--- config.mk ---
export PLATFORM = sky130hd
export DESIGN_NAME = difficulty_round_ctrl
export DESIGN_NICKNAME = d
export VERILOG_FILES = /design/src/rtl/difficulty_round_ctrl.sv
export SDC_FILE = /design/constraint.sdc
export NUM_CORES = 1
export LEC_CHECK = 0
export BUFFER_PORTS_ARGS = -buffer_cell sky130_fd_sc_hd__buf_2
export CAP_MARGIN = 20
export CORE_AREA = 2 2 93 95
export DETAILED_ROUTE_END_ITERATION = 16
export DIE_AREA = 0 0 95 97
export GPL_TIMING_DRIVEN = 0
export PLACE_DENSITY = 0.62
export SYNTH_ARGS = -nofsm -noshare
export SYNTH_HDL_FRONTEND = slang
export SYNTH_SLANG_ARGS = --single-unit
--- constraint.sdc ---
create_clock -name clk -period 4.86 [get_ports clk]
set_input_delay 0.972 -clock clk [delete_from_list [all_inputs] [get_ports clk]]
set_output_delay 0.972 -clock clk [all_outputs]
set_load 0.01 [all_outputs]
--- src/rtl/difficulty_round_ctrl.sv ---
// ============================================================================
// Module   : difficulty_round_ctrl
// Brief    : Latches the difficulty level at game start, then runs NUM_Q timed
//            questions. Provides the question ROM address, a per-question
//            countdown and the running score.
// Revision : 1.0
// ============================================================================
`default_nettype none

module difficulty_round_ctrl #(
    parameter int TICK_DIV   = 50000000,
    parameter int EASY_LIMIT = 15,
    parameter int MED_LIMIT  = 10,
    parameter int HARD_LIMIT = 5,
    parameter int NUM_Q      = 8
) (
    input  logic       clk,
    input  logic       rst,
    input  logic       LoggedIn_easy,
    input  logic       LoggedIn_medium,
    input  logic       LoggedIn_hard,
    input  logic       start,
    input  logic       answer_valid,
    input  logic       answer_correct,
    output logic [4:0] rom_addr,
    output logic [2:0] question_idx,
    output logic [3:0] timer_sec,
    output logic [3:0] score,
    output logic [1:0] level,
    output logic       busy,
    output logic       timeout,
    output logic       level_err,
    output logic       game_over
);

    localparam int             DIV_W      = (TICK_DIV > 1) ? $clog2(TICK_DIV) : 1;
    localparam logic [DIV_W-1:0] c_DIV_LAST = DIV_W'(TICK_DIV - 1);
    localparam logic [2:0]     c_LAST_Q   = 3'(NUM_Q - 1);

    typedef enum logic [1:0] {
        S_IDLE = 2'd0,
        S_ASK  = 2'd1,
        S_NEXT = 2'd2,
        S_DONE = 2'd3
    } state_t;

    state_t           r_state;
    logic [DIV_W-1:0] r_div;

    logic [2:0] w_sel;
    logic       w_onehot;
    logic       w_none;
    logic [1:0] w_new_level;
    logic       w_tick;
    logic       w_last_q;
    logic [2:0] w_idx_inc;

    function automatic logic [3:0] f_limit(input logic [1:0] lv);
        case (lv)
            2'b01:   f_limit = 4'(EASY_LIMIT);
            2'b10:   f_limit = 4'(MED_LIMIT);
            2'b11:   f_limit = 4'(HARD_LIMIT);
            default: f_limit = 4'd0;
        endcase
    endfunction

    function automatic logic [4:0] f_base(input logic [1:0] lv);
        case (lv)
            2'b10:   f_base = 5'd8;
            2'b11:   f_base = 5'd16;
            default: f_base = 5'd0;
        endcase
    endfunction

    assign w_sel     = {LoggedIn_easy, LoggedIn_medium, LoggedIn_hard};
    assign w_onehot  = (w_sel == 3'b100) || (w_sel == 3'b010) || (w_sel == 3'b001);
    assign w_none    = (w_sel == 3'b000);
    assign w_tick    = (r_div == c_DIV_LAST);
    assign w_last_q  = (question_idx == c_LAST_Q);
    assign w_idx_inc = question_idx + 3'd1;

    always_comb begin
        w_new_level = 2'b00;
        case (w_sel)
            3'b100:  w_new_level = 2'b01;
            3'b010:  w_new_level = 2'b10;
            3'b001:  w_new_level = 2'b11;
            default: w_new_level = 2'b00;
        endcase
    end

    always_ff @(posedge clk or posedge rst) begin
        if (rst) begin
            r_state      <= S_IDLE;
            r_div        <= '0;
            rom_addr     <= 5'd0;
            question_idx <= 3'd0;
            timer_sec    <= 4'd0;
            score        <= 4'd0;
            level        <= 2'b00;
            busy         <= 1'b0;
            timeout      <= 1'b0;
            level_err    <= 1'b0;
            game_over    <= 1'b0;
        end else begin
            timeout   <= 1'b0;
            level_err <= 1'b0;
            case (r_state)
                S_IDLE: begin
                    if (start) begin
                        if (w_onehot) begin
                            level        <= w_new_level;
                            question_idx <= 3'd0;
                            score        <= 4'd0;
                            timer_sec    <= f_limit(w_new_level);
                            r_div        <= '0;
                            rom_addr     <= f_base(w_new_level);
                            busy         <= 1'b1;
                            r_state      <= S_ASK;
                        end else begin
                            level_err <= 1'b1;
                        end
                    end
                end

                S_ASK: begin
                    // Logout outranks both a pending answer and a tick.
                    if (w_none) begin
                        r_state      <= S_IDLE;
                        busy         <= 1'b0;
                        score        <= 4'd0;
                        level        <= 2'b00;
                        timer_sec    <= 4'd0;
                        question_idx <= 3'd0;
                        rom_addr     <= 5'd0;
                        r_div        <= '0;
                    end else if (answer_valid) begin
                        score   <= score + {3'b000, answer_correct};
                        r_state <= S_NEXT;
                    end else if (w_tick) begin
                        r_div <= '0;
                        if (timer_sec == 4'd1) begin
                            timer_sec <= 4'd0;
                            timeout   <= 1'b1;
                            r_state   <= S_NEXT;
                        end else begin
                            timer_sec <= timer_sec - 4'd1;
                        end
                    end else begin
                        r_div <= r_div + DIV_W'(1);
                    end
                end

                S_NEXT: begin
                    if (w_none) begin
                        r_state      <= S_IDLE;
                        busy         <= 1'b0;
                        score        <= 4'd0;
                        level        <= 2'b00;
                        timer_sec    <= 4'd0;
                        question_idx <= 3'd0;
                        rom_addr     <= 5'd0;
                        r_div        <= '0;
                    end else if (w_last_q) begin
                        busy      <= 1'b0;
                        game_over <= 1'b1;
                        r_state   <= S_DONE;
                    end else begin
                        question_idx <= w_idx_inc;
                        timer_sec    <= f_limit(level);
                        r_div        <= '0;
                        rom_addr     <= f_base(level) + {2'b00, w_idx_inc};
                        r_state      <= S_ASK;
                    end
                end

                S_DONE: begin
                    // Result stays on display until the player logs out.
                    if (w_none) begin
                        game_over    <= 1'b0;
                        level        <= 2'b00;
                        score        <= 4'd0;
                        question_idx <= 3'd0;
                        timer_sec    <= 4'd0;
                        rom_addr     <= 5'd0;
                        r_state      <= S_IDLE;
                    end
                end

                default: r_state <= S_IDLE;
            endcase
        end
    end

endmodule

`default_nettype wire
## Word-level counts from Yosys, hierarchy flattened

Index checks and enable logic that the tools add are counted.

| storage, ports and cells | value |
|---|---|
| register bits | 50 |
| latch bits | 0 |
| RAM bits | 0 |
| memory bits (read-only) | 0 |
| input bits | 8 |
| memories | 0 |

| operators by class | value |
|---|---|
| $add $sub $neg | 5 |
| $mul | 0 |
| div/mod/pow operators | 0 |
| $lt $le $gt $ge | 0 |
| equality and inequality tests | 31 |
| shift operators | 0 |
| mux-type cells | 73 |
| bitwise operators | 0 |
| reductions and logical operators | 17 |

Operators with widths:

| operator | number |
|---|---|
| 26-bit two-way mux | 7 |
| 26-bit one-hot mux with 3 select lines | 1 |
| 4-bit two-way mux | 13 |
| 5-bit two-way mux | 8 |
| 4-bit one-hot mux with 3 select lines | 3 |
| 26-bit by 1-bit adder with 26-bit output, second input constant | 1 |
| 26-bit equality test, second input constant | 1 |
| 2-bit two-way mux | 11 |
| 5-bit one-hot mux with 2 select lines | 2 |
| 4-bit one-hot mux with 4 select lines | 1 |
| 1-bit two-way mux | 15 |
| 3-bit two-way mux | 5 |
| 3-bit != test, second input constant | 5 |
| 5-bit one-hot mux with 3 select lines | 1 |
| 5-bit AND reduction | 3 |
| 2-bit equality test, second input constant | 6 |
| 2-bit != test, second input constant | 6 |
| 4-bit AND reduction | 3 |
| 3-bit one-hot mux with 3 select lines | 1 |
| 4-bit != test, second input constant | 2 |
| 2-bit one-hot mux with 4 select lines | 1 |
| 2-bit by 1-bit equality test with 1-bit output, second input constant | 3 |
| 3-bit equality test, second input constant | 2 |
| 2-bit by 1-bit != test with 1-bit output, second input constant | 3 |
| 20 further kinds | 22 |

## Depth between registers and ports, before layout

| logic depth | value |
|---|---|
| word-level depth | 9 |
| depth in mapped cells | 8 |

## Worst setup path after synthesis

Ideal clock, no wire load.

| timing path | value |
|---|---|
| path kind | input to register |
| start point | input LoggedIn_easy |
| end point | register question_idx[0] |
| setup time | 0.125 ns |
| data arrival time | 2.653 ns |
| required time | 4.735 ns |
| path slack | 2.082 ns |
| cell stages on the path | 7 |
| buffers on the path | 3 |
| path through | buf_2 -> or3_4 -> and2_1 -> clkbuf_1 -> or3_1 -> buf_6 -> mux2_4 |

| between the ends | value |
|---|---|
| longest elaborated chain between the ends | 5 |

Ends and longest elaborated chain:

| element | RTL line | text |
|---|---|---|
| start: declaration | 19 | `input logic LoggedIn_easy,` |
| 3-bit equality test / 3-bit by 2-bit equality test with 1-bit output (equally long branches) | 76 | `assign w_onehot = (w_sel == 3'b100) \|\| (w_sel == 3'b010) \|\| (w_sel == 3'b001);` |
| 1-bit logical OR (2 in series) | 76 |  |
| 2-bit != test (no source line) | n/a |  |
| 4-bit AND reduction (no source line) | n/a |  |
| end signal: assignment | 169 | `question_idx <= w_idx_inc;` |
| end: declaration | 26 | `output logic [2:0] question_idx,` |

Several ways; a longest one is shown, not always the timed one.
A chain may end at the register's enable or synchronous reset.

## Worst setup path in the final report

| timing path | value |
|---|---|
| start point | input LoggedIn_medium |
| end point | register r_state[1] |

| between the ends | value |
|---|---|
| longest elaborated chain between the ends | 5 |

Ends and longest elaborated chain:

| element | RTL line | text |
|---|---|---|
| start: declaration | 20 | `input logic LoggedIn_medium,` |
| 3-bit equality test / 3-bit by 2-bit equality test with 1-bit output (equally long branches) | 76 |  |
| 1-bit logical OR (2 in series) | 76 |  |
| 2-bit != test (no source line) | n/a |  |
| 5-bit AND reduction (no source line) | n/a |  |
| end signal: assignment | 94 | `r_state <= S_IDLE;` |
| end signal: assignment | 119 | `r_state <= S_ASK;` |
| end signal: assignment | 129 | `r_state <= S_IDLE;` |
| end: declaration | 47 | `state_t r_state;` |

Several ways; a longest one is shown, not always the timed one.

==> qor.log <==
INFO  outcome        outcome=finished clean
INFO  routing        drt_pass1_iterations=4
INFO  cells_and_area stdcell_area=0.00355sqmm
INFO  setup_path     slowest_delay=0.61ns
INFO  run            drv_cap=0
INFO  cells_and_area final_cells=474
INFO  floorplan      fp.dieW=95um
INFO  cells_and_area area_growth=11.9%
INFO  cells_and_area diodes=0
INFO  setup_path     critPathMostFrequentCell=sky130_fd_sc_hd__buf_2
INFO  yosys          mappedNetlistArea=0.00318sqmm
INFO  sta            rsz0062_at_grt=no
INFO  setup_path     worst_path_cell_trace=buf_2 > buf_2 > o31ai_1 > clkbuf_1 > nor2_1 > a21oi_1 > mux2_2
INFO  global_route   grt_util_all_layers=0.164
INFO  global_route   grt_pass1_wl=12200um
INFO  yosys          post_synth_most_frequent_cells=50 x sky130_fd_sc_hd__dfrtp_1, 32 x sky130_fd_sc_hd__nand2_1, 25 x sky130_fd_sc_hd__nor2_1
INFO  power          p_per_area=458mW/mm^2
INFO  sta            max_freq=348MHz
INFO  floorplan      die_height=97um
INFO  place          placed_cells_incl_taps=466
INFO  yosys          async_reset_ff_frac=1.00
INFO  clock_network  max-clock-path-buffers=2
INFO  sta            setup-tns-final=0ns
INFO  place          gp_congestion=0.793
INFO  routing        wirelength=7180um
INFO  cells_and_area final_core_util=0.437
INFO  routing        route.vias.total=2629
INFO  clock_network  post_cts_resize_count=0
INFO  power          vdd.ir_drop.worst=173uV
INFO  clock_network  worst_skew_pair.late_latency=0.31ns
INFO  setup_path     worst_path_fanout_max=10
INFO  yosys          syn-instance-count=333
INFO  global_route   first_global_vias=2527
INFO  routing        via_per_inst=5.55
INFO  floorplan      boundaryPins=30
INFO  setup_path     reg2reg_from=question_idx[0]$_DFFE_PP0P_
INFO  cells_and_area final.fill_count=782
INFO  sta            layout_min_cycle_time=2.88ns
INFO  setup_path     critPathKind=primary input to register
INFO  place          hpwl=5230um
INFO  setup_path     critical_path_arrival=3.08ns
INFO  floorplan      core_region_area=0.00813sqmm
INFO  clock_network  root_buffer=sky130_fd_sc_hd__clkbuf_8
INFO  yosys          synth.largest_area_cell=sky130_fd_sc_hd__dfrtp_1
INFO  global_route   antenna_violations_before_repair=0
INFO  yosys          synth_seq_area_share=0.394
INFO  clock_network  cts-htree-levels=2
INFO  sta            holdWs=0.513ns
INFO  yosys          syn-mean-instance-area=9.54squm
INFO  min_path       worst_hold_startpoint=rom_addr[2]$_DFFE_PP0P_
INFO  min_path       worst_hold_path_type=register to register
INFO  global_route   grt_overflow=0
INFO  setup_path     timing.critical_path.to_type=register
INFO  routing        initialDrtViolationCount=99
INFO  yosys          dominant_register_cell_in_the_synthesized_netlist=sky130_fd_sc_hd__dfrtp_1
INFO  sta            worst_slew_margin_rel=0.561
INFO  yosys          synth_fp_nets=359
INFO  clock_network  postCtsSetupBuffers=0
INFO  yosys          yosys-top-cells-area=sky130_fd_sc_hd__dfrtp_1 39%, sky130_fd_sc_hd__ha_1 7.1%, sky130_fd_sc_hd__nand2_1 3.8%
INFO  sta            slew_violations=0
INFO  clock_network  clock_transition_time_at_the_flip_flop_clock_pins_of_the_worst_setup_and_hold_paths=0.09ns
INFO  clock_network  cts_made_buffers=5
INFO  place          post_dp_cell_area=0.00346sqmm
INFO  setup_path     kind_of_launch_point_of_the_worst_setup_path=primary input
INFO  cells_and_area finish.net_count=394
INFO  place          placement.io_buffers=27
INFO  cells_and_area final_layout_size_suffix_gt1_frac=0.182
INFO  setup_path     critPathLaunch=LoggedIn_medium
INFO  routing        wl_per_cell=15.1um
INFO  clock_network  cts-hold-fix-buffers=0
INFO  clock_network  cts_sinks=50
INFO  yosys          synth-seq-cells=50
INFO  yosys          library_cells_used_by_synthesis=59
INFO  clock_network  tritoncts_clock_tree=yes
INFO  setup_path     worst_ep_required_time=5.06ns
INFO  floorplan      die-area=0.00922sqmm
INFO  setup_path     worst_path_max_delay_cell=sky130_fd_sc_hd__o31ai_1
INFO  yosys          synth_enable_flop_cells=0
INFO  sta            layout_worst_path_cycle_share=0.592
INFO  sta            timing.final.hold_violations=0
INFO  sta            setup-violations-final=0
INFO  floorplan      initial_utilization=0.390
INFO  floorplan      rows=33
INFO  sta            timing_worst_slew_pin_value=0.652ns
INFO  global_route   maximum_number_of_pins_on_one_net_before_global_route_repair=33
INFO  sta            fin_skew=0.0144ns
INFO  routing        postRouteAntennaNets=0
INFO  yosys          synth_most_common_cell=sky130_fd_sc_hd__dfrtp_1
INFO  yosys          ys_warns=0
INFO  yosys          yosysTopAreaCellShare=0.394
INFO  power          static-leakage-power=1.59nW
INFO  routing        drt_drc_violations_left=0
registers in the layout (all words and copies together) (netlist names):
register / cells
busy: 1
game_over: 1
level: 2
level_err: 1
question_idx: 3
r_div: 26
r_state: 2
rom_addr: 5
score: 4
timeout: 1
timer_sec: 4
worst paths after layout:
kind                                           end  slack [ns]  depth (start not counted)
max in group asynchronous     r_div[0]$_DFFE_PP0P_        3.68                          3
max                         r_state[1]$_DFFE_PP0P_        1.98                          7
min                        rom_addr[2]$_DFFE_PP0P_        0.51                          1
min reg2reg                rom_addr[2]$_DFFE_PP0P_        0.51                          1
max reg2reg                  r_div[12]$_DFFE_PP0P_        2.16                          8
min in group asynchronous    r_div[24]$_DFFE_PP0P_        0.65                          2
logic make-up (layout without fill, tap and decap cells):
logic type	after synthesis	in the layout	share of synthesized area
fa+ha+maj	18	18	0.0709
mux	15	15	0.0587
xor+xnor	5	5	0.0138
compound gates	81	81	0.191
buf+inv	29	65	0.0406
simple gates	135	135	0.230
flops	50	50	0.394
metal layers:
layer | routed length (um) | GRT usage | up-vias
met4 | 118 | 0.0457 | 0
li1 | - | - | 1289
met1 | 3630 | 0.245 | 1290
met2 | 3210 | 0.244 | 41
met3 | 226 | 0.0280 | 9
met5 | 0 | 0 | -
layout make-up:
class | count | area, sq um | share of cell area
plain buffers | 13 | 68.8 | 0.0194
clock buffers | 7 | 86.3 | 0.0243
clock inverters | 1 | 5.00 | 0.00141
inverters | 16 | 60.1 | 0.0169
multi-input cells | 254 | 1800 | 0.505
flip-flops and latches | 50 | 1250 | 0.352
well taps | 105 | 131 | 0.0370
repair buffers | 28 | 155 | 0.0437
per-stage QoR:
step,worst slack [ns],total power [mW]
2_1_floorplan,2.08,1.14
3_3_place_gp,1.74,1.35
3_5_place_dp,1.69,1.37
4_1_cts,2.01,1.64
5_1_grt,1.87,1.75
6_report,1.98,1.63
layout by cell type, fill, tap and decap left out, types with 3 or more instances in the layout:
master,synthesis,layout
sky130_fd_sc_hd__xnor2_1,3,3
sky130_fd_sc_hd__a21o_1,5,5
sky130_fd_sc_hd__nand3b_1,3,3
sky130_fd_sc_hd__o31ai_1,6,6
sky130_fd_sc_hd__and2_1,5,5
sky130_fd_sc_hd__nor3_1,9,9
sky130_fd_sc_hd__clkbuf_8,0,6
sky130_fd_sc_hd__buf_2,4,31
sky130_fd_sc_hd__o21a_1,3,3
sky130_fd_sc_hd__nor2_1,25,25
sky130_fd_sc_hd__nand3_1,15,15
sky130_fd_sc_hd__clkbuf_1,6,7
sky130_fd_sc_hd__a22oi_1,3,3
sky130_fd_sc_hd__nand4_1,9,9
sky130_fd_sc_hd__dfrtp_1,50,50
sky130_fd_sc_hd__mux2i_1,7,7
sky130_fd_sc_hd__nand2b_1,5,5
sky130_fd_sc_hd__a22o_1,9,9
sky130_fd_sc_hd__nand2_1,32,32
sky130_fd_sc_hd__and3_1,3,3
sky130_fd_sc_hd__mux2_4,7,7
sky130_fd_sc_hd__a21oi_1,13,13
sky130_fd_sc_hd__or2_2,3,3
sky130_fd_sc_hd__ha_1,18,18
sky130_fd_sc_hd__or3_1,6,6
sky130_fd_sc_hd__inv_1,16,15
sky130_fd_sc_hd__or4_1,6,6
sky130_fd_sc_hd__o41ai_1,4,4
sky130_fd_sc_hd__o21ai_0,18,18
sky130_fd_sc_hd__nor3b_1,3,3
report_power, final:
group	leakage (nW)	internal (mW)	switching (mW)
sequential	0.681	0.478	0.0614
combinational	0.864	0.322	0.502
clock	0.0482	0.115	0.147
critical path, delay by kind of cell:
kind,cells,cell delay (ns)
AO/OA/AOI/OAI,2,0.90
buffers and inverters,3,0.73
multiplexers,1,0.38
AND/OR/NAND/NOR,1,0.10
No activity file was read; power rests on OpenSTA's default activity.
